File: config.mk
export PLATFORM = sky130hd
export DESIGN_NAME = fifo_wr_arbiter
export DESIGN_NICKNAME = d
export VERILOG_FILES = /design/src/rtl/fifo_wr_arbiter.sv
export SDC_FILE = /design/constraint.sdc
export NUM_CORES = 1
export LEC_CHECK = 0
export ABC_CLOCK_PERIOD_IN_PS = 3000
export CELL_PAD_IN_SITES_DETAIL_PLACEMENT = 0
export CELL_PAD_IN_SITES_GLOBAL_PLACEMENT = 1
export CORE_AREA = 2 2 109 58
export CTS_CLUSTER_DIAMETER = 150
export DETAILED_ROUTE_END_ITERATION = 8
export DIE_AREA = 0 0 111 60
export PLACE_DENSITY = 0.79
export REMOVE_ABC_BUFFERS = 1
export SYNTH_ARGS = -nofsm -noshare
export SYNTH_HDL_FRONTEND = slang
export SYNTH_SLANG_ARGS = --single-unit
File: constraint.sdc
create_clock -name clk -period 3 [get_ports clk]
set_clock_uncertainty 0.2 [all_clocks]
set_input_delay 0.3 -clock clk [delete_from_list [all_inputs] [get_ports clk]]
set_output_delay 0.3 -clock clk [all_outputs]
set_load 0.03 [all_outputs]
File: src/rtl/fifo_wr_arbiter.sv
// Round-robin arbiter sharing the single FIFO_mem write port among NUM_REQ producers, bounded bursts.
// Latency: grant registered one edge after req is sampled in IDLE; the write path is combinational.
// Backpressure: fifo_full stalls the owner indefinitely with grant held; ack only for words actually written.
module fifo_wr_arbiter #(
    parameter int NUM_REQ   = 4,
    parameter int DATA_W    = 16,
    parameter int BURST_LEN = 4
) (
    input  logic                      clk,
    input  logic                      rst,
    input  logic [NUM_REQ-1:0]        req,
    input  logic [NUM_REQ*DATA_W-1:0] req_data,
    output logic [NUM_REQ-1:0]        ack,
    output logic [NUM_REQ-1:0]        grant,
    output logic                      busy,
    output logic                      fifo_write,
    output logic [DATA_W-1:0]         fifo_din,
    input  logic                      fifo_full
);

    localparam int IDX_W = $clog2(NUM_REQ);
    localparam logic [3:0] BURST_LAST = 4'(BURST_LEN - 1);

    typedef enum logic {
        IDLE,
        GRANT
    } state_t;

    state_t               state;
    state_t               state_nxt;
    logic [IDX_W-1:0]     ptr;
    logic [IDX_W-1:0]     ptr_nxt;
    logic [IDX_W-1:0]     owner;
    logic [IDX_W-1:0]     owner_nxt;
    logic [3:0]           burst_cnt;
    logic [3:0]           burst_cnt_nxt;
    logic [NUM_REQ-1:0]   grant_nxt;
    logic [IDX_W-1:0]     pick;
    logic                 pick_vld;
    logic [IDX_W-1:0]     cand;
    logic                 owner_req;
    logic                 release_now;

    // Modulo increment; NUM_REQ need not be a power of two.
    function automatic logic [IDX_W-1:0] wrap_inc(input logic [IDX_W-1:0] v);
        if (int'(v) == NUM_REQ - 1) begin
            return '0;
        end
        return v + 1'b1;
    endfunction

    // Scan ptr, ptr+1, ... and keep the first requester found.
    always_comb begin
        pick     = '0;
        pick_vld = 1'b0;
        cand     = ptr;
        for (int k = 0; k < NUM_REQ; k++) begin
            if (!pick_vld && req[cand]) begin
                pick     = cand;
                pick_vld = 1'b1;
            end
            cand = wrap_inc(cand);
        end
    end

    assign owner_req  = req[owner];
    assign fifo_write = ~rst & (state == GRANT) & owner_req & ~fifo_full;
    assign fifo_din   = req_data[int'(owner)*DATA_W +: DATA_W];
    assign ack        = NUM_REQ'(fifo_write) << owner;
    assign busy       = (state == GRANT);

    // A burst ends on its last permitted word or as soon as the owner withdraws.
    assign release_now = (fifo_write && (burst_cnt == BURST_LAST)) || !owner_req;

    always_comb begin
        state_nxt     = state;
        ptr_nxt       = ptr;
        owner_nxt     = owner;
        burst_cnt_nxt = burst_cnt;
        grant_nxt     = grant;
        case (state)
            IDLE: begin
                if (pick_vld) begin
                    owner_nxt     = pick;
                    grant_nxt     = NUM_REQ'(1) << pick;
                    burst_cnt_nxt = '0;
                    state_nxt     = GRANT;
                end
            end
            GRANT: begin
                if (fifo_write) begin
                    burst_cnt_nxt = burst_cnt + 4'd1;
                end
                if (release_now) begin
                    ptr_nxt   = wrap_inc(owner);
                    grant_nxt = '0;
                    state_nxt = IDLE;
                end
            end
        endcase
    end

    always_ff @(posedge clk) begin
        if (rst) begin
            state     <= IDLE;
            ptr       <= '0;
            owner     <= '0;
            burst_cnt <= '0;
            grant     <= '0;
        end else begin
            state     <= state_nxt;
            ptr       <= ptr_nxt;
            owner     <= owner_nxt;
            burst_cnt <= burst_cnt_nxt;
            grant     <= grant_nxt;
        end
    end

endmodule

Word-level counts from Yosys, hierarchy flattened
Index checks and enable logic that the tools add are counted.

word-level totals
  register bits after elaboration = 13
  input port bits = 71
  output and inout bits = 26
  logic and storage cells = 86

cells by class
  $add $sub $neg = 5
  order comparisons = 5
  eq/ne operators = 8
  shift operators = 3
  mux-type cells = 41
  bitwise logic cells = 6
  reduce and logical (&&, ||, !) cells = 13

operators by type and width
  cell                   number
  $shiftx A64 B7 Y16     1
  $mux W2                12
  $mux W1                17
  $mux W4                4
  $pmux W4 S2            2
  $lt A2 B3 Y1 const B   5
  $bmux W1 S2            5
  $add A2 B1 Y2 const B  4
  $eq A2 B1 Y1 const B   4
  $reduce_and A2 Y1      4
  $add A4 B1 Y4 const B  1
  $eq A4 B2 Y1 const B   1
  $logic_and A1 B1 Y1    4
  $logic_not A1 Y1       4
  $ne A2 B2 Y1 const B   2
  $shl A1 B2 Y4          1
  $shl A1 B2 Y4 const A  1
  $and A1 B1 Y1          3
  $not A1 Y1             3
  $ne A2 B1 Y1 const B   1
  $pmux W1 S2            1
  $logic_or A1 B1 Y1     1

Longest topological paths before layout
  depth in word-level cells = 16
  mapped depth = 9
  depth with buffers taken out = 7

Least setup slack after synthesis
OpenSTA, ideal clock, no wires.

  path type = reg2out
  start point = register owner[0]
  end point = output port ack[2]
  arrival = 2.015 ns
  path slack = 0.485 ns
  cell stages (with the launch flop) = 7
  path buffers = 2
  cells stage by stage = dfxtp_1 -> buf_4 -> mux4_2 -> nand2_1 -> or3_1 -> buf_2 -> nor3b_1

between the ends
  cells in the longest elaborated chain, start to end = 5

ends and longest elaborated chain
  what                           line  source
  start, declared                33    logic [IDX_W-1:0] owner;
  start signal, assigned         113   owner <= owner_nxt;
  $bmux W1 S2                    66    assign owner_req = req[owner];
  $mux W1 (implied by the code)  66
  $and A1 B1 Y1 (2 in series)    67    assign fifo_write = ~rst & (state == GRANT) & owner_req & ~fifo_full;
  $shl A1 B2 Y4 (*)              69    assign ack = NUM_REQ'(fifo_write) << owner;
  end, declared                  13    output logic [NUM_REQ-1:0] ack,

Mark *: on every way between the ends. The rest lies on a longest branch, timed or not. The select of a mux whose other input is x is not followed.

Final worst setup path
  start point = input port req[3]
  end point = output port ack[1]

between the ends
  cells in the longest elaborated chain, start to end = 5

ends and longest elaborated chain
  what                           line  source
  start, declared                11    input logic [NUM_REQ-1:0] req,
  $bmux W1 S2                    66
  $mux W1 (implied by the code)  66
  $and A1 B1 Y1 (2 in series)    67
  $shl A1 B2 Y4                  69

Every way passes these cells. The select of a mux whose other input is x is not followed.

==> impl_metrics.ini <==
[setup_path]
cp.required_ns = 2.50
worst_path_max_delay_cell = clkdlybuf4s50_1
criticalPathCategory = in -> out
path_cells = clkdlybuf4s50_1 -> mux4_2 -> nand2_1 -> or3_1 -> inv_2 -> nand2_1 -> nor2_1 -> buf_4
cp_top_family = buffers and inverters
critPathCaptureType = output port
crit_start = req[3]
worstPathMaxFanout = 10
crit_arrival_ns = 2.25
rr_worst_depth = 7
worst-path-buf-inv = 3
slowest_delay_ns = 0.65
rr_startpoint = ptr[1]
worstSetupStartpointType = input port
reg2reg_slack_ns = 0.42
cpMostUsedCell = nand2_1
r2r-end = grant[1]

[floorplanning]
die_area_um2 = 6660
io_pins = 97
core_area_um2 = 5781
start_util = 0.2327
rows = 20
die_w_um = 111
die_h_um = 60

[timing]
finalCritPeriodShare = 0.9162
layout_min_cycle_time_ns = 2.748
tightest_slew_ns = 0.4565
maxSlewHeadroom = 0.6896
worst_hold_slack_ns = 0.2708
finalHoldViolCount = 0
drv_slew = 0
max_freq_ghz = 0.3638
final-setup-viol-count = 0
rsz0062_at_grt = no

[hold_path]
hold_class = reg -> reg
min_from = grant[2]
hold_depth = 2
min_to = grant[2]

[yosys]
syn_avg_cell_area_um2 = 10.11
yosysWarnings = 0
synth_area_um2 = 1345
synth_edf_count = 0
yosysUniqueCellTypes = 46
synth_seq_cells = 13
syn_inst = 133
synthFlopType = dfxtp_1
synth-async-reset-ratio = 0
yosysSeqAreaShare = 0.1935

[detailed_routing]
drtIter0Drc = 75
drt-pass1-iter-count = 4
wl_per_cell_um = 15.18
routed_via_density = 4.706
num_vias = 1426
routed_wl_um = 4599
route.detailed.drc = 0
drtAntennaViolNets = 0

[job]
maxCapViolations = 0

[grt]
grt_start_max_net_pins = 21
grt_antenna_before_repair = 0
grt_use_total = 0.1315
grt_pass1_vias = 1222
grt-ovfl-total = 0
grt_pass1_wl_um = 6768

[power]
peakVddDrop_mv = 0.1907
p_int_uw = 691.5
switching_share = 0.3567
comb_power_share = 0.567
p_per_area_nw_per_um2 = 438.6
p_clk_frac = 0.236
p_leak_uw = 0.0008685
seqPwrFrac = 0.197
switchingPower_uw = 383.4

[clock_tree]
cts.clk_slew.worst_paths_ns = 0.04
postCtsSetupRepairBufs = 0
cts_resized = 0
tritoncts = done
clk_path_buf_depth = 2
clkSinkCount = 13
clk_latency_ns = 0.24
postCtsHoldBufs = 0
cts_root_buffer = clkbuf_16
cts_made_buffers = 3
htree_levels = 1

[placement]
hpwlAfterDp_um = 3838
io_buffers = 96
place.gp.congestion = 0.7925

[final_layout]
multi_input_area_um2 = 982.2
drive_above_1_share = 0.1726
seqCellArea_um2 = 260.3
diodes = 0
final_util = 0.4240
area_growth_pct = 82.23
fillers = 559
fin_nets = 301

[outcome]
status = complete, no violations
==> worst max path at each step <==
stage	depth (start not counted)	to
2_1_floorplan	4	ack[2]
3_3_place_gp	7	ack[3]
3_5_place_dp	8	ack[1]
4_1_cts	8	ack[1]
5_1_grt	8	ack[1]
6_report	8	ack[1]
==> power groups by stage <==
stage                     clock, uW  sequential, uW  combinational [uW]
after floorplan                   0             251                 307
after CTS                       261             212                 613
final                           253             212                 610
after global placement            0             215                 608
after detailed placement          0             214                 611
after global routing            274             214                 649
==> flip-flops by register name, indices dropped and copies added (netlist names) <==
name,flops
ptr,2
owner,2
burst_cnt,4
busy,1
grant,4
==> layer usage <==
layer | vias to the layer above | GRT usage | routed length (um)
li1 | 700 | - | -
met1 | 689 | 0.2137 | 2379
met2 | 33 | 0.1648 | 1992
met3 | 4 | 0.03550 | 203
met4 | 0 | 0.02679 | 24
met5 | - | 0 | 0
==> final cells by class <==
cell class / count / area share
Clock buffer: 4 / 0.03216
Multi-Input combinational cell: 102 / 0.4007
Timing Repair Buffer: 101 / 0.4125
Tap cell: 77 / 0.03931
Sequential cell: 13 / 0.1062
Inverter: 6 / 0.009188
==> synth_stat cells (2+ instances only) <==
cell / count / share of area
nand3_1: 5 / 0.019
or3_1: 3 / 0.014
mux4_2: 17 / 0.28
mux2i_1: 6 / 0.045
buf_2: 4 / 0.015
ha_1: 3 / 0.028
nor2_1: 9 / 0.025
dfxtp_1: 13 / 0.19
and2_1: 2 / 0.0093
a32o_1: 2 / 0.015
nor3_1: 5 / 0.019
o31ai_1: 3 / 0.017
o21ai_1: 3 / 0.011
buf_1: 2 / 0.0056
mux2i_2: 2 / 0.020
nand2_1: 9 / 0.025
maj3_1: 2 / 0.015
o21ai_0: 3 / 0.011
buf_4: 3 / 0.017
a21oi_1: 5 / 0.019
o31ai_4: 2 / 0.032
inv_1: 5 / 0.014
xnor2_1: 2 / 0.013
==> metrics by stage <==
| stage | cell area [um^2] | instances | TNS, ns | total power [uW] | setup slack [ns] |
|---|---|---|---|---|---|
| after CTS | 2451 | 303 | 0 | 1086 | 0.2669 |
| after floorplan | 1265 | 121 | -0.2298 | 557.8 | -0.1216 |
| after global placement | 2372 | 299 | 0 | 823.4 | 0.3452 |
| after detailed placement | 2372 | 299 | 0 | 825.3 | 0.2689 |
| after global routing | 2451 | 303 | 0 | 1137 | 0.1138 |
| final | 2451 | 303 | 0 | 1075 | 0.2515 |
==> logic make-up (layout without fill, tap and decap cells) <==
logic type / count (synthesis) / after routing / synth area share
xor+xnor: 2 / 2 / 0.01303
buf+inv: 18 / 111 / 0.07627
fa+ha+maj: 5 / 5 / 0.04279
flops: 13 / 13 / 0.1935
mux: 26 / 26 / 0.3581
simple gates: 44 / 44 / 0.1730
compound gates: 25 / 25 / 0.1433
==> worst min-delay path, cell delays in order, from the launching register on <==
cell	delay [ns]
dfxtp_1	0.31
nand3_1	0.06
o31ai_1	0.05
==> placed cells by master, fill, tap and decap left out, drive strengths merged, types with 3 or more instances in the layout <==
cell type and count:
clkdlybuf4s50 91, mux4 17, dfxtp 13, buf 10, nand2 9, nor2 9
mux2i 8, inv 6, o21ai 6, nor3 5, nand3 5, a21oi 5
o31ai 5, clkbuf 4, or3 3, ha 3, and2 3
No activity file was read; power rests on OpenSTA's default activity.
